### src/rtl/apb_cmd_master_pkg.sv
// apb_cmd_master_pkg: shared FSM encoding, default widths and request-entry sizing
//   state_e  - bridge FSM states (2 bits)
//   entry_w  - width of a queued request {write, addr, wdata}
package apb_cmd_master_pkg;
  localparam int DEF_ADDR_W = 8;
  localparam int DEF_DATA_W = 8;
  localparam int DEF_FIFO_DEPTH = 4;
  localparam int DEF_TIMEOUT = 16;
  typedef enum logic [1:0] {
    ST_IDLE   = 2'd0,
    ST_SETUP  = 2'd1,
    ST_ACCESS = 2'd2,
    ST_RESP   = 2'd3
  } state_e;
  function automatic int entry_w(input int aw, input int dw);
    return 1 + aw + dw;
  endfunction
endpackage

### src/rtl/apb_cmd_master_if.sv
// apb_cmd_master_if: request/response handshake plus APB3 bus of the command master
//   req_*   - request offered to the bridge (req_ready returned)
//   rsp_*   - response returned by the bridge (rsp_ready consumed)
//   P*      - APB3 master outputs and slave returns
//   master  - bridge view; slave - requester/peripheral view
interface apb_cmd_master_if import apb_cmd_master_pkg::*; #(
  parameter int ADDR_W = DEF_ADDR_W,
  parameter int DATA_W = DEF_DATA_W
) ();
  logic              req_valid;
  logic              req_ready;
  logic              req_write;
  logic [ADDR_W-1:0] req_addr;
  logic [DATA_W-1:0] req_wdata;
  logic              rsp_valid;
  logic              rsp_ready;
  logic [DATA_W-1:0] rsp_rdata;
  logic              rsp_err;
  logic              PSEL;
  logic              PENABLE;
  logic              PWRITE;
  logic [ADDR_W-1:0] PADDR;
  logic [DATA_W-1:0] PWDATA;
  logic [DATA_W-1:0] PRDATA;
  logic              PREADY;
  logic              PSLVERR;
  modport master (
    input  req_valid, req_write, req_addr, req_wdata, rsp_ready, PRDATA, PREADY, PSLVERR,
    output req_ready, rsp_valid, rsp_rdata, rsp_err, PSEL, PENABLE, PWRITE, PADDR, PWDATA
  );
  modport slave (
    output req_valid, req_write, req_addr, req_wdata, rsp_ready, PRDATA, PREADY, PSLVERR,
    input  req_ready, rsp_valid, rsp_rdata, rsp_err, PSEL, PENABLE, PWRITE, PADDR, PWDATA
  );
endinterface

### src/rtl/apb_req_fifo.sv
// apb_req_fifo: synchronous request FIFO with registered full/empty
//   PCLK/PRESERN - clock, synchronous active-low reset
//   push_i/wdata_i - write strobe and entry (ignored when full)
//   pop_i/rdata_o  - read strobe and head entry (ignored when empty)
//   full_o/empty_o - registered status flags
module apb_req_fifo import apb_cmd_master_pkg::*; #(
  parameter int W = entry_w(DEF_ADDR_W, DEF_DATA_W),
  parameter int DEPTH = DEF_FIFO_DEPTH
) (
  input  logic         PCLK,
  input  logic         PRESERN,
  input  logic         push_i,
  input  logic [W-1:0] wdata_i,
  input  logic         pop_i,
  output logic [W-1:0] rdata_o,
  output logic         full_o,
  output logic         empty_o
);
  localparam int AW = $clog2(DEPTH);
  logic [W-1:0] mem_q [DEPTH];
  logic [AW:0] wp_q, wp_d, rp_q, rp_d;
  logic full_q, empty_q, do_push, do_pop;
  assign do_push = push_i && !full_q;
  assign do_pop = pop_i && !empty_q;
  assign wp_d = wp_q + {{AW{1'b0}}, do_push};
  assign rp_d = rp_q + {{AW{1'b0}}, do_pop};
  // Pointers carry one extra MSB: equal low bits with differing MSB means full.
  always_ff @(posedge PCLK) begin
    if (!PRESERN) begin
      wp_q <= '0;
      rp_q <= '0;
      full_q <= 1'b0;
      empty_q <= 1'b1;
    end else begin
      wp_q <= wp_d;
      rp_q <= rp_d;
      empty_q <= wp_d == rp_d;
      full_q <= wp_d == {~rp_d[AW], rp_d[AW-1:0]};
    end
  end
  always_ff @(posedge PCLK) begin
    if (do_push) mem_q[wp_q[AW-1:0]] <= wdata_i;
  end
  assign rdata_o = mem_q[rp_q[AW-1:0]];
  assign full_o = full_q;
  assign empty_o = empty_q;
endmodule

### src/rtl/apb_cmd_master.sv
// apb_cmd_master: APB3 master bridge issuing single queued read/write transfers
//   PCLK    - bus clock
//   PRESERN - synchronous active-low reset
//   bus     - request/response handshake and APB3 signals (master modport)
module apb_cmd_master import apb_cmd_master_pkg::*; #(
  parameter int ADDR_W = DEF_ADDR_W,
  parameter int DATA_W = DEF_DATA_W,
  parameter int FIFO_DEPTH = DEF_FIFO_DEPTH,
  parameter int TIMEOUT = DEF_TIMEOUT
) (
  input logic PCLK,
  input logic PRESERN,
  apb_cmd_master_if.master bus
);
  localparam int EW = entry_w(ADDR_W, DATA_W);
  localparam int CW = TIMEOUT > 0 ? $clog2(TIMEOUT + 1) : 1;
  state_e state_q, state_d;
  logic psel_q, psel_d, penable_q, penable_d, pwrite_q, pwrite_d;
  logic [ADDR_W-1:0] paddr_q, paddr_d;
  logic [DATA_W-1:0] pwdata_q, pwdata_d, rdata_q, rdata_d;
  logic rsp_valid_q, rsp_valid_d, rsp_err_q, rsp_err_d;
  logic [CW-1:0] cnt_q, cnt_d;
  logic [EW-1:0] head;
  logic full, empty, pop, timed_out;
  apb_req_fifo #(.W(EW), .DEPTH(FIFO_DEPTH)) u_fifo (
    .PCLK    (PCLK),
    .PRESERN (PRESERN),
    .push_i  (bus.req_valid),
    .wdata_i ({bus.req_write, bus.req_addr, bus.req_wdata}),
    .pop_i   (pop),
    .rdata_o (head),
    .full_o  (full),
    .empty_o (empty)
  );
  assign timed_out = (TIMEOUT > 0) && (cnt_q == CW'(TIMEOUT - 1));
  always_comb begin
    state_d = state_q;
    psel_d = psel_q;
    penable_d = penable_q;
    pwrite_d = pwrite_q;
    paddr_d = paddr_q;
    pwdata_d = pwdata_q;
    rdata_d = rdata_q;
    rsp_valid_d = rsp_valid_q;
    rsp_err_d = rsp_err_q;
    cnt_d = cnt_q;
    pop = 1'b0;
    unique case (state_q)
      ST_IDLE: if (!empty) begin
        pop = 1'b1;
        psel_d = 1'b1;
        penable_d = 1'b0;
        pwrite_d = head[EW-1];
        paddr_d = head[DATA_W +: ADDR_W];
        pwdata_d = head[EW-1] ? head[DATA_W-1:0] : '0;
        state_d = ST_SETUP;
      end
      ST_SETUP: begin
        penable_d = 1'b1;
        cnt_d = '0;
        state_d = ST_ACCESS;
      end
      ST_ACCESS: if (bus.PREADY || timed_out) begin
        psel_d = 1'b0;
        penable_d = 1'b0;
        rdata_d = (bus.PREADY && !pwrite_q) ? bus.PRDATA : '0;
        rsp_err_d = bus.PREADY ? bus.PSLVERR : 1'b1;
        rsp_valid_d = 1'b1;
        state_d = ST_RESP;
      end else begin
        cnt_d = (TIMEOUT > 0) ? cnt_q + 1'b1 : cnt_q;
      end
      ST_RESP: if (bus.rsp_ready) begin
        rsp_valid_d = 1'b0;
        state_d = ST_IDLE;
      end
      default: state_d = ST_IDLE;
    endcase
  end
  always_ff @(posedge PCLK) begin
    if (!PRESERN) begin
      state_q <= ST_IDLE;
      psel_q <= 1'b0;
      penable_q <= 1'b0;
      pwrite_q <= 1'b0;
      paddr_q <= '0;
      pwdata_q <= '0;
      rdata_q <= '0;
      rsp_valid_q <= 1'b0;
      rsp_err_q <= 1'b0;
      cnt_q <= '0;
    end else begin
      state_q <= state_d;
      psel_q <= psel_d;
      penable_q <= penable_d;
      pwrite_q <= pwrite_d;
      paddr_q <= paddr_d;
      pwdata_q <= pwdata_d;
      rdata_q <= rdata_d;
      rsp_valid_q <= rsp_valid_d;
      rsp_err_q <= rsp_err_d;
      cnt_q <= cnt_d;
    end
  end
  assign bus.req_ready = !full;
  assign bus.PSEL = psel_q;
  assign bus.PENABLE = penable_q;
  assign bus.PWRITE = pwrite_q;
  assign bus.PADDR = paddr_q;
  assign bus.PWDATA = pwdata_q;
  assign bus.rsp_valid = rsp_valid_q;
  assign bus.rsp_rdata = rdata_q;
  assign bus.rsp_err = rsp_err_q;
endmodule
### src/flat_wrapper.sv
// flat-port wrapper written by rule: the top's interface ports become plain ports
module apb_cmd_master_flat import apb_cmd_master_pkg::*;
#(
  parameter int ADDR_W = DEF_ADDR_W,
  parameter int DATA_W = DEF_DATA_W,
  parameter int FIFO_DEPTH = DEF_FIFO_DEPTH,
  parameter int TIMEOUT = DEF_TIMEOUT
)
  (PCLK, PRESERN, bus_req_valid, bus_req_write, bus_req_addr, bus_req_wdata, bus_rsp_ready, bus_PRDATA, bus_PREADY, bus_PSLVERR, bus_req_ready, bus_rsp_valid, bus_rsp_rdata, bus_rsp_err, bus_PSEL, bus_PENABLE, bus_PWRITE, bus_PADDR, bus_PWDATA);
  apb_cmd_master_if #(.ADDR_W(ADDR_W), .DATA_W(DATA_W)) bus_i ();
  input logic PCLK;
  input logic PRESERN;
  input wire logic [$bits(bus_i.req_valid)-1:0] bus_req_valid;
  input wire logic [$bits(bus_i.req_write)-1:0] bus_req_write;
  input wire logic [$bits(bus_i.req_addr)-1:0] bus_req_addr;
  input wire logic [$bits(bus_i.req_wdata)-1:0] bus_req_wdata;
  input wire logic [$bits(bus_i.rsp_ready)-1:0] bus_rsp_ready;
  input wire logic [$bits(bus_i.PRDATA)-1:0] bus_PRDATA;
  input wire logic [$bits(bus_i.PREADY)-1:0] bus_PREADY;
  input wire logic [$bits(bus_i.PSLVERR)-1:0] bus_PSLVERR;
  output wire logic [$bits(bus_i.req_ready)-1:0] bus_req_ready;
  output wire logic [$bits(bus_i.rsp_valid)-1:0] bus_rsp_valid;
  output wire logic [$bits(bus_i.rsp_rdata)-1:0] bus_rsp_rdata;
  output wire logic [$bits(bus_i.rsp_err)-1:0] bus_rsp_err;
  output wire logic [$bits(bus_i.PSEL)-1:0] bus_PSEL;
  output wire logic [$bits(bus_i.PENABLE)-1:0] bus_PENABLE;
  output wire logic [$bits(bus_i.PWRITE)-1:0] bus_PWRITE;
  output wire logic [$bits(bus_i.PADDR)-1:0] bus_PADDR;
  output wire logic [$bits(bus_i.PWDATA)-1:0] bus_PWDATA;
  assign bus_i.req_valid = bus_req_valid;
  assign bus_i.req_write = bus_req_write;
  assign bus_i.req_addr = bus_req_addr;
  assign bus_i.req_wdata = bus_req_wdata;
  assign bus_i.rsp_ready = bus_rsp_ready;
  assign bus_i.PRDATA = bus_PRDATA;
  assign bus_i.PREADY = bus_PREADY;
  assign bus_i.PSLVERR = bus_PSLVERR;
  assign bus_req_ready = bus_i.req_ready;
  assign bus_rsp_valid = bus_i.rsp_valid;
  assign bus_rsp_rdata = bus_i.rsp_rdata;
  assign bus_rsp_err = bus_i.rsp_err;
  assign bus_PSEL = bus_i.PSEL;
  assign bus_PENABLE = bus_i.PENABLE;
  assign bus_PWRITE = bus_i.PWRITE;
  assign bus_PADDR = bus_i.PADDR;
  assign bus_PWDATA = bus_i.PWDATA;
  apb_cmd_master #(.ADDR_W(ADDR_W), .DATA_W(DATA_W), .FIFO_DEPTH(FIFO_DEPTH), .TIMEOUT(TIMEOUT)) u_core (.PCLK(PCLK), .PRESERN(PRESERN), .bus(bus_i));
endmodule
### config.mk
export PLATFORM = sky130hd
export DESIGN_NAME = apb_cmd_master_flat
export DESIGN_NICKNAME = d
export VERILOG_FILES = /design/src/rtl/apb_cmd_master_pkg.sv /design/src/rtl/apb_cmd_master_if.sv /design/src/rtl/apb_req_fifo.sv /design/src/rtl/apb_cmd_master.sv /design/src/flat_wrapper.sv
export SDC_FILE = /design/constraint.sdc
export NUM_CORES = 1
export LEC_CHECK = 0
export ABC_CLOCK_PERIOD_IN_PS = 3190
export CORE_ASPECT_RATIO = 1.25
export CORE_UTILIZATION = 40
export CTS_CLUSTER_SIZE = 30
export DETAILED_ROUTE_END_ITERATION = 8
export DONT_BUFFER_PORTS = 1
export PLACE_DENSITY = 0.51
export SLEW_MARGIN = 20
export SYNTH_ARGS = -nofsm -noshare
export SYNTH_HDL_FRONTEND = slang
export SYNTH_HIERARCHICAL = 1
export SYNTH_SLANG_ARGS = --single-unit
### constraint.sdc
create_clock -name PCLK -period 3.19 [get_ports PCLK]
set_clock_uncertainty 0.05 [all_clocks]
set_input_delay 0.319 -clock PCLK [delete_from_list [all_inputs] [get_ports PCLK]]
set_output_delay 0.319 -clock PCLK [all_outputs]
set_load 0.1 [all_outputs]
# Word level (Yosys, flattened, before mapping)
# Memories as Yosys holds them, arrays and structs flattened. A register that Yosys moved wholly into a read port is not among the register bits.
# Cells that the tools add are included.
# Widths: inputs -> output; s select.
dict set report word_totals {
  register_bits 44
  n_memories 1
  inputBits 31
  mem_bits_rw 68
}
# memory words word_bits rd rd_ports_with_merged_regs wr line
set mem_list {}
lappend mem_list {u_core.u_fifo.mem_q 4 17 1 1 1 apb_req_fifo.sv:20} ;# logic [W-1:0] mem_q [DEPTH];
dict set report op_classes {
  add_sub_neg 3
  mux 22
  bitwise 2
  n_reduce_logical 19
  n_eq_ne 10
}
# cell count
set op_table {}
lappend op_table {{$mux 8} 2}
lappend op_table {{$reduce_and 3->1} 4}
lappend op_table {{$mux 1} 10}
lappend op_table {{$pmux 5 s2} 1}
lappend op_table {{$mux 2} 4}
lappend op_table {{$pmux 2 s4} 1}
lappend op_table {{$add 3x1->3} 2}
lappend op_table {{$eq 3x3->1} 2}
lappend op_table {{$ne 2x2->1 const B} 3}
lappend op_table {{$reduce_and 2->1} 3}
lappend op_table {{$reduce_bool 2->1} 3}
lappend op_table {{$add 5x1->5 const B} 1}
lappend op_table {{$eq 5x4->1 const B} 1}
lappend op_table {{$mux 5} 1}
lappend op_table {{$eq 2x2->1 const B} 2}
lappend op_table {{$pmux 1 s2} 2}
lappend op_table {{$logic_and 1x1->1} 3}
lappend op_table {{$logic_not 1->1} 3}
lappend op_table {{$pmux 1 s3} 1}
lappend op_table {{$reduce_bool 3->1} 1}
lappend op_table {{$eq 2x1->1 const B} 1}
lappend op_table {{$logic_not 2->1} 1}
lappend op_table {{$ne 2x1->1 const B} 1}
lappend op_table {{$not 1->1} 2}
lappend op_table {{$logic_or 1x1->1} 1}

# Depth between registers and ports, before layout
# Gate-level depths: netlist of run 1.
dict set report logic_depth {
  word_depth 6
  mapped_depth 12
}

# Modules after synthesis
# Netlist of run 1, hierarchy kept.
# mod n_inst area_per_inst_um2 cells_per_inst seq_area_each_um2
set by_module_without_submodules {}
lappend by_module_without_submodules {apb_req_fifo 1 2844.0 122 2202.1}
lappend by_module_without_submodules {apb_cmd_master 1 1540.2 185 720.7}

# Least setup slack after synthesis of run 1
# No wires, ideal clock.
dict set report synth_timing {
  kind {input -> register}
  start {input port bus_req_valid}
  end {memory u_core/u_fifo/mem_q[0][0] (netlist bit) (enable)}
  path_buffers 0
  required_ns 2.724
  path_slack_ns 0.835
  setup_time_ns 0.416
  path_stages 2
  arrival_time_ns 1.889
  path_cell_list {nor2b_1 nor3b_1}
}
dict set report synth_via {
  elab_chain_cells 3
}
# element line
set synth_rtl {}
lappend synth_rtl {{start, declared} flat_wrapper.sv:13} ;# input wire logic [$bits(bus_i.req_valid)-1:0] bus_req_valid;
lappend synth_rtl {{$logic_and 1x1->1} apb_req_fifo.sv:23} ;# assign do_push = push_i && !full_q;
lappend synth_rtl {{$mux 1} apb_req_fifo.sv:42} ;# if (do_push) mem_q[wp_q[AW-1:0]] <= wdata_i;
lappend synth_rtl {{$mux 1 (implied by the code)} apb_req_fifo.sv:42}
lappend synth_rtl {{end, declared} apb_req_fifo.sv:20}
# Every way passes these cells.

# Final worst setup path of run 1
dict set report layout_timing {
  start {register u_core.state_q[0]}
  end {register u_core.u_fifo.full_q (netlist: u_core/u_fifo/full_o)}
}
dict set report layout_via {
  elab_chain_cells 6
}
# element line
set layout_rtl {}
lappend layout_rtl {{start, declared} apb_cmd_master.sv:17} ;# state_e state_q, state_d;
lappend layout_rtl {{start signal, assigned} apb_cmd_master.sv:93} ;# state_q <= state_d;
lappend layout_rtl {{$logic_not 2->1 *} apb_cmd_master.sv:48} ;# unique case (state_q)
lappend layout_rtl {{$mux 1 *} apb_cmd_master.sv:48}
lappend layout_rtl {{$logic_and 1x1->1 *} apb_req_fifo.sv:24} ;# assign do_pop = pop_i && !empty_q;
lappend layout_rtl {{$add 3x1->3 *} apb_req_fifo.sv:26} ;# assign rp_d = rp_q + {{AW{1'b0}}, do_pop};
lappend layout_rtl {{$not 1->1} apb_req_fifo.sv:38} ;# full_q <= wp_d == {~rp_d[AW], rp_d[AW-1:0]};
lappend layout_rtl {{$eq 3x3->1 *} apb_req_fifo.sv:38}
lappend layout_rtl {{end signal, assigned} apb_req_fifo.sv:38}
lappend layout_rtl {{end, declared} apb_req_fifo.sv:22} ;# logic full_q, empty_q, do_push, do_pop;
# Mark *: on every way between the ends. The rest lies on a longest branch, timed or not.
# A chain may end at the register's enable or synchronous reset.

==> results.py, run 1 <==
metrics = {
    "run_status": {
        "status": "finished clean",
    },
    "synthesis": {
        "synth_fp_nets": 350,
        "ys_ff_latch": 112,
        "syn-cell-area_um2": 4380,
        "synth-simple-area-share_pct": 9.99,
        "synth.mux.area_fraction_pct": 9.79,
        "synth_top_family_by_area": "simple AND/OR/NAND/NOR gates",
        "synth_warnings": 6,
        "ys_seq_area_share_pct": 66.7,
        "yosys.cell_types.count": 44,
        "synth_cells": 307,
        "synthAdderAreaFrac_pct": 3.42,
        "synthXorXnorAreaFrac_pct": 0.999,
        "synth_compound_area_share_pct": 6.22,
        "avgSynthCellArea_um2": 14.3,
    },
    "critical_path": {
        "cpPeakStageDelay_ns": 0.41,
        "cp-end-kind": "flop",
        "crit_fanout": 19,
        "crit_required_ns": 3.42,
        "cp_slowest_cell": "dfxtp_1",
        "cp-start-kind": "flop",
        "crit_top_cell": "ha_1",
        "path_cells": "inv_1 -> ha_1 -> nand2b_1 -> buf_4 -> inv_2 -> nor2b_1 -> ha_1 -> ha_1 -> xor2_1 -> xor2_1 -> and4_1",
        "crit_type": "flop to flop",
        "cp.arrival_ns": 2.70,
    },
    "pwr": {
        "powerDensity_nw_per_um2": 770,
        "p_leak_nw": 1.62,
        "vdd_drop_max_mv": 0.356,
        "power_w": 0.00369,
    },
    "clock_tree": {
        "cts_buffer_depth": 2,
        "clock_sinks": 112,
        "cts_setup_buffers": 0,
        "cts_tree": "yes",
        "post_cts_resized": 0,
        "cts_root_buf": "clkbuf_16",
        "hold_buffers": 0,
        "cts_made_buffers": 9,
        "clk_latency_ns": 0.34,
        "h-tree-depth": 3,
        "clkSlewWorstSetupHoldPaths_ns": 0.07,
    },
    "final_layout": {
        "drive_gt1_share_pct": 12.0,
        "nets": 355,
        "utilization_pct": 45.1,
        "insertedDiodeCount": 0,
        "flow.area_growth_from_synthesis_pct": 9.30,
        "fill_cells": 973,
        "stdcell_count": 449,
    },
    "die": {
        "die_w_um": 95.6,
        "initial_utilization_pct": 41.3,
        "core_um2": 10600,
        "die_h_um": 119,
        "io_pins": 61,
        "die-area_um2": 11400,
        "core.rowCount": 42,
    },
    "routing": {
        "finalWirelength_um": 7980,
        "drc": 0,
        "vias": 2352,
        "ant_nets": 0,
        "avgViaCountPerCell": 5.24,
        "drt_iter0_markers": 111,
        "wl_per_cell_um": 17.8,
        "dr.pass1.iters": 4,
    },
    "global_routing": {
        "grtUsageTotal_pct": 15.0,
        "grt_pass1_wl_um": 12400,
        "grt_max_degree": 32,
        "antenna_found_initial": 0,
        "grt_pass1_vias": 2310,
        "grt_overflow_total": 0,
    },
    "sta": {
        "hold_viol": 0,
        "slew_violations": 0,
        "period_needed_ns": 2.47,
        "tns_ns": 0,
        "rsz0062_at_grt": "no",
        "relSlewSlack_pct": 32.2,
        "fin_crit_sh_pct": 77.4,
        "worst_pin_slew_ns": 1.02,
        "setup_violations": 0,
        "max_freq_mhz": 405,
    },
    "placed_design": {
        "dp_cells": 433,
        "io_buffers": 0,
        "hpwl_um": 5490,
        "gp_congestion": 0.706,
    },
    "min_path": {
        "hp-class": "input pin to flop",
    },
    "job": {
        "cap_violations": 0,
    },
}
cells in the mapped netlist, drive strengths merged:
cell type,count,share of area (%)
edfxtp,68,47
dfxtp,44,20
nand2,44,3.8
a21oi,28,3.2
mux4,17,9.3
nand3,17,1.9
ha,12,3.4
buf,10,1.8
and2,7,1.0
inv,7,0.60
o21ai,7,0.88
clkbuf,6,0.51
nor2,6,0.51
nor2b,4,0.57
xor2,3,0.60
and3,2,0.29
mux2i,2,0.46
nand2b,2,0.29
nor3b,2,0.60
o311ai,2,0.40
xnor2,2,0.40
a211oi,1,0.17
a21boi,1,0.17
a21o,1,0.20
a31oi,1,0.14
a32oi,1,0.20
and3b,1,0.20
and4,1,0.20
nor3,1,0.11
o21a,1,0.17
o221a,1,0.26
o311a,1,0.23
o41ai,1,0.20
or2b,1,0.17
or3,1,0.14
or3b,1,0.20
worst paths after layout:
kind | start | end | slack (ns) | cells past startpoint
max | u_core/state_q[0] | u_core/u_fifo/full_o | 0.72 | 11
min | PRESERN | u_core/u_fifo/empty_o | 0.02 | 1
max reg2reg | u_core/state_q[0] | u_core/u_fifo/full_o | 0.72 | 11
min reg2reg | u_core/cnt_q[4] | u_core/cnt_q[4] | 0.43 | 2
flip-flops by register name, indices dropped and copies added (netlist names), 2 cells and up:
signal                count
u_core/cnt_q              5
u_core/bus.rsp_rdata      8
u_core/state_q            2
u_core/u_fifo/mem_q      68
u_core/u_fifo/rp_q        3
u_core/u_fifo/wp_q        3
u_core/bus.PADDR          8
u_core/bus.PWDATA         8
through the flow:
step	instance area (um^2)	hold WS [ns]	setup WS, ns
global placement	4530	0.357	0.846
CTS	4790	0.00165	0.701
detailed placement	4530	0.360	0.725
global route	4790	0.00236	0.501
finish	4790	0.0177	0.722
floorplan	4380	0.345	0.835
layout make-up:
class,count,area (um^2),area share (%)
flip-flops and latches,112,2920,61.0
multi-input cells,172,1340,27.9
clock buffers,11,233,4.86
well taps,132,165,3.45
repair buffers,10,75.1,1.57
clock inverters,5,31.3,0.653
inverters,7,26.3,0.548
logic make-up after synthesis:
| family | after synthesis |
|---|---|
| flip-flops | 112 |
| AND/OR/NAND/NOR | 90 |
| AO/OA/AOI/OAI | 46 |
| buffers and inverters | 23 |
| multiplexers | 19 |
| adder cells (fa/ha/maj) | 12 |
| XOR/XNOR | 5 |
layer usage:
layer | vias up | global-route usage [%] | part of all wire, %
met2 | 47 | 24.0 | 49
met4 | 0 | 7.28 | 1.8
met1 | 1143 | 18.7 | 44
met5 | - | 0 | 0
met3 | 10 | 3.77 | 4.9
li1 | 1152 | - | -
layout by cell type, fill, tap and decap left out, drive strengths merged, types with 8 or more instances in the layout:
cell type / synthesis / layout
edfxtp: 68 / 68
nand2: 44 / 44
dfxtp: 44 / 44
a21oi: 28 / 28
nand3: 17 / 17
mux4: 17 / 17
ha: 12 / 12
clkbuf: 6 / 11
buf: 10 / 10
inv: 7 / 8
critical path, delay by kind of cell, from the launching register on:
kind,cells,cell delay [ns]
buffers and inverters,3,0.50
adders and majority gates,3,0.58
DFF,1,0.41
and+or+nand+nor,3,0.45
xor gates and xnor gates,2,0.41
power by group:
| part | internal (W) | leakage [nW] | total (W) | switching, W |
|---|---|---|---|---|
| Sequential | 0.00166 | 0.982 | 0.00210 | 0.000439 |
| Combinational | 0.000221 | 0.516 | 0.000576 | 0.000355 |
| Clock | 0.000528 | 0.121 | 0.00101 | 0.000484 |
| Total | 0.00241 | 1.62 | 0.00369 | 0.00128 |
Note: power is estimated with default switching activity, not from simulation.
==> run 2, diff against run 1 <==
ABC_CLOCK_PERIOD_IN_PS = 2400   (was 3190)
clock period = 2.4 ns   (was 3.19 ns; I/O delays follow)
==> results.py, run 2 (synthesis results as in run 1) <==
metrics = {
    "run_status": {
        "status": "finished clean",
    },
    "critical_path": {
        "crit_cells": 10,
        "cp-end-kind": "flop",
        "crit_type": "flop to flop",
        "cpPeakStageDelay_ns": 0.41,
        "cp_num_buf_inv": 2,
        "crit_fanout": 5,
        "cp-start-kind": "flop",
        "path_cells": "inv_1 -> ha_1 -> nand2b_1 -> inv_2 -> nor2b_1 -> ha_1 -> ha_1 -> xor2_1 -> xor2_1 -> and4_1",
        "crit_top_cell": "ha_1",
        "crit_required_ns": 2.64,
        "cp_slowest_cell": "dfxtp_1",
        "reg2reg_depth": 10,
        "cp_top_family": "adder cells",
        "cp.arrival_ns": 2.29,
    },
    "sta": {
        "rsz0062_at_grt": "no",
        "slew_violations": 0,
        "relSlewSlack_pct": 45.3,
        "period_needed_ns": 2.05,
        "tns_ns": 0,
        "worst_pin_slew_ns": 0.819,
        "setup_violations": 0,
        "worst_slack_ns": 0.352,
        "hold_viol": 0,
        "max_freq_mhz": 488,
        "fin_crit_sh_pct": 85.3,
    },
    "final_layout": {
        "largest_reg_flops": 68,
        "fill_cells": 954,
        "flow.area_growth_from_synthesis_pct": 21.6,
        "nets": 411,
        "insertedDiodeCount": 0,
        "utilization_pct": 50.2,
        "final_area_um2": 5330,
        "final_cell_mix": "68 x edfxtp_1, 44 x nand2_1, 44 x dfxtp_1, 40 x buf_4, 28 x a21oi_1",
        "final_common_cell": "edfxtp_1",
        "drive_gt1_share_pct": 19.0,
    },
    "pwr": {
        "p_leak_nw": 1.92,
        "power_w": 0.00531,
        "powerDensity_nw_per_um2": 995,
        "vdd_drop_max_mv": 0.362,
    },
    "global_routing": {
        "grt_pass1_wl_um": 13300,
        "antenna_found_initial": 0,
        "grtUsageTotal_pct": 16.0,
        "grt_overflow_total": 0,
        "grt_max_degree": 27,
        "grt_pass1_vias": 2520,
    },
    "clock_tree": {
        "cts_tree": "yes",
        "cts_root_buf": "clkbuf_16",
        "clkSlewWorstSetupHoldPaths_ns": 0.07,
        "cts_buffer_depth": 2,
        "clock_sinks": 112,
        "cts_made_buffers": 9,
        "cts_setup_buffers": 0,
        "clk_latency_ns": 0.35,
        "h-tree-depth": 3,
    },
    "routing": {
        "vias": 2530,
        "drt_iter0_markers": 139,
        "finalWirelength_um": 8400,
        "avgViaCountPerCell": 5.01,
        "ant_nets": 0,
        "wl_per_cell_um": 16.6,
        "drc": 0,
        "dr.pass1.iters": 4,
    },
    "placed_design": {
        "place_ws_ns": 0.360,
        "placed_area_um2": 4750,
        "io_buffers": 0,
        "gp_congestion": 0.719,
        "hpwl_um": 5520,
    },
    "min_path": {
        "hp-class": "input pin to flop",
        "min_path_cells": 1,
    },
    "die": {
        "die_w_um": 95.6,
        "die_h_um": 119,
        "core.rowCount": 42,
        "io_pins": 61,
        "core_um2": 10600,
        "die-area_um2": 11400,
        "initial_utilization_pct": 41.3,
    },
    "job": {
        "cap_violations": 0,
    },
}
## run 2: changes by cell type in the layout (fill, tap and decap cells not counted)
cell,before,now
inv_8,0,1
clkinv_1,2,1
buf_4,10,40
dlygate4sd3_1,0,26
bufinv_16,0,2
clkinvlp_2,0,1
clkbuf_1,2,0
clkinvlp_4,2,0
clkinv_2,0,1
## run 2: timing repair
item,in CTS,in global routing
hold buffers,26,0
endpoints found under the setup margin,0,0
endpoints found under the hold margin,89,0
resized for setup,0,0
## run 2: path summary, 6_finish.rpt
| path | from | endpoint | slack, ns |
|---|---|---|---|
| hold reg to reg | u_core/bus.rsp_rdata[6] | u_core/bus.rsp_rdata[6] | 0.40 |
| setup reg to reg | u_core/state_q[0] | u_core/u_fifo/full_o | 0.35 |
| hold / removal | bus_PSLVERR | u_core/bus.rsp_err | 0.02 |
| setup / recovery | u_core/state_q[0] | u_core/u_fifo/full_o | 0.35 |
## run 2: layer usage
metal / GRT usage [%] / share of wire [%]
met1: 20.5 / 45
met2: 25.6 / 49
met3: 2.94 / 4.0
met4: 8.40 / 2.1
met5: 0 / 0
## run 2: through the flow
step,hold slack (ns),cells
after floorplan,0.266,307
after detailed placement,0.275,463
after CTS,0.00697,505
after global routing,0.0130,505
after global placement,0.271,463
final,0.0213,505
## run 2: area by class of cell
type	instances	area (um^2)	area share, %
tap	132	165	3.10
timing repair buffer	66	561	10.5
multi-input combinational	172	1340	25.1
clock buffer	9	225	4.22
clock inverter	7	93.8	1.76
sequential	112	2920	54.8
inverter	7	26.3	0.493
## run 2: where the power goes
part	total (W)	switching [W]	internal, W
logic	0.00144	0.00102	0.000412
clock network	0.00159	0.000674	0.000918
registers	0.00228	0.0000750	0.00220
total	0.00531	0.00177	0.00353
==> run 3, diff against run 2 <==
MAX_ROUTING_LAYER = met4   (was not set)
==> results.py, run 3 (synthesis results as in run 1) <==
metrics = {
    "clock_tree": {
        "cts_buffer_depth": 2,
        "cts_tree": "yes",
        "cts_root_buf": "clkbuf_16",
        "cts_setup_buffers": 0,
        "post_cts_resized": 0,
        "clock_sinks": 112,
        "hold_buffers": 26,
        "h-tree-depth": 3,
        "clk_latency_ns": 0.35,
        "clkSlewWorstSetupHoldPaths_ns": 0.07,
        "cts_made_buffers": 9,
    },
    "min_path": {
        "min_path_cells": 1,
        "hp-class": "input pin to flop",
    },
    "die": {
        "die_h_um": 119,
        "initial_utilization_pct": 41.3,
        "io_pins": 61,
        "die_w_um": 95.6,
        "core_um2": 10600,
        "core.rowCount": 42,
        "die-area_um2": 11400,
    },
    "critical_path": {
        "cp.arrival_ns": 2.28,
        "reg2reg_depth": 10,
        "crit_required_ns": 2.64,
        "cp_top_family": "adder cells",
        "crit_fanout": 5,
        "path_cells": "inv_1 -> ha_1 -> nand2b_1 -> inv_2 -> nor2b_1 -> ha_1 -> ha_1 -> xor2_1 -> xor2_1 -> and4_1",
        "cp_slowest_cell": "dfxtp_1",
        "crit_type": "flop to flop",
        "cpPeakStageDelay_ns": 0.41,
        "crit_cells": 10,
        "crit_top_cell": "ha_1",
        "cp-end-kind": "flop",
        "cp-start-kind": "flop",
        "cp_num_buf_inv": 2,
    },
    "global_routing": {
        "grt_pass1_wl_um": 13300,
        "grt_overflow_total": 0,
        "grtUsageTotal_pct": 16.5,
        "antenna_found_initial": 0,
        "grt_pass1_vias": 2519,
        "grt_max_degree": 27,
    },
    "placed_design": {
        "gp_congestion": 0.727,
        "io_buffers": 0,
        "dp_cells": 463,
        "hpwl_um": 5520,
    },
    "sta": {
        "tns_ns": 0,
        "setup_violations": 0,
        "worst_pin_slew_ns": 0.819,
        "relSlewSlack_pct": 45.3,
        "rsz0062_at_grt": "no",
        "slew_violations": 0,
        "fin_crit_sh_pct": 85.2,
        "period_needed_ns": 2.04,
        "max_freq_mhz": 489,
        "hold_viol": 0,
    },
    "routing": {
        "top_layer_used": "met4",
        "drc": 0,
        "ant_nets": 0,
        "dr_wl_met2_um": 4080,
        "finalWirelength_um": 8390,
        "vias": 2529,
        "avgViaCountPerCell": 5.01,
        "drt-met1-wl_um": 3830,
        "dr.pass1.iters": 4,
        "wl_per_cell_um": 16.6,
        "drt_iter0_markers": 148,
        "routed-wl-met3_um": 285,
    },
    "final_layout": {
        "final_common_cell": "edfxtp_1",
        "drive_gt1_share_pct": 19.0,
        "stdcell_count": 505,
        "flow.area_growth_from_synthesis_pct": 21.6,
        "insertedDiodeCount": 0,
        "fill_cells": 954,
        "utilization_pct": 50.2,
        "final_cell_mix": "68 x edfxtp_1, 44 x nand2_1, 44 x dfxtp_1, 40 x buf_4, 28 x a21oi_1",
        "largest_reg_flops": 68,
        "nets": 411,
    },
    "run_status": {
        "status": "finished clean",
    },
    "job": {
        "cap_violations": 0,
    },
    "pwr": {
        "powerDensity_nw_per_um2": 995,
        "vdd_drop_max_mv": 0.361,
        "p_leak_nw": 1.92,
    },
}
-- run 3: cell counts in the layout (fill, tap and decap cells not counted) --
Identical to the previous run, type by type.
-- run 3: worst reg2reg max path: cells and delay by family (launching register included) --
| family | cells | cell delay [ns] |
|---|---|---|
| xor gates and xnor gates | 2 | 0.40 |
| and+or+nand+nor | 3 | 0.42 |
| DFF | 1 | 0.41 |
| buffers and inverters | 2 | 0.15 |
| adders and majority gates | 3 | 0.56 |
-- run 3: area by class of cell --
cell class	count	area, um^2	area share (%)
inverter	7	26.3	0.493
tap	132	165	3.10
timing repair buffer	66	561	10.5
clock buffer	9	225	4.22
multi-input combinational	172	1340	25.1
clock inverter	7	93.8	1.76
sequential	112	2920	54.8
-- run 3: worst paths after layout --
| path | from | to | slack, ns |
|---|---|---|---|
| min reg2reg | u_core/bus.rsp_rdata[6] | u_core/bus.rsp_rdata[6] | 0.40 |
| max reg2reg | u_core/state_q[0] | u_core/u_fifo/full_o | 0.36 |
| max | u_core/state_q[0] | u_core/u_fifo/full_o | 0.36 |
| min | bus_PSLVERR | u_core/bus.rsp_err | 0.02 |
-- run 3: where the power goes --
group          internal, W  switching (W)
combinational     0.000412        0.00103
clock             0.000918       0.000674
sequential         0.00220      0.0000748
-- run 3: routing by layer --
layer	vias to the layer above	track usage (%)
li1	1254	-
met1	1216	20.4
met2	45	25.7
met3	14	3.07
met4	0	8.40
met5	-	-
-- run 3: through the flow --
| stage | setup WS, ns | area [um^2] | hold slack [ns] | power (W) |
|---|---|---|---|---|
| floorplan | 0.0871 | 4380 | 0.266 | 0.00345 |
| global placement | 0.423 | 4750 | 0.271 | 0.00373 |
| detailed placement | 0.360 | 4750 | 0.275 | 0.00373 |
| CTS | 0.338 | 5330 | 0.00697 | 0.00539 |
| global route | 0.164 | 5330 | 0.0113 | 0.00555 |
| finish | 0.355 | 5330 | 0.0222 | 0.00531 |
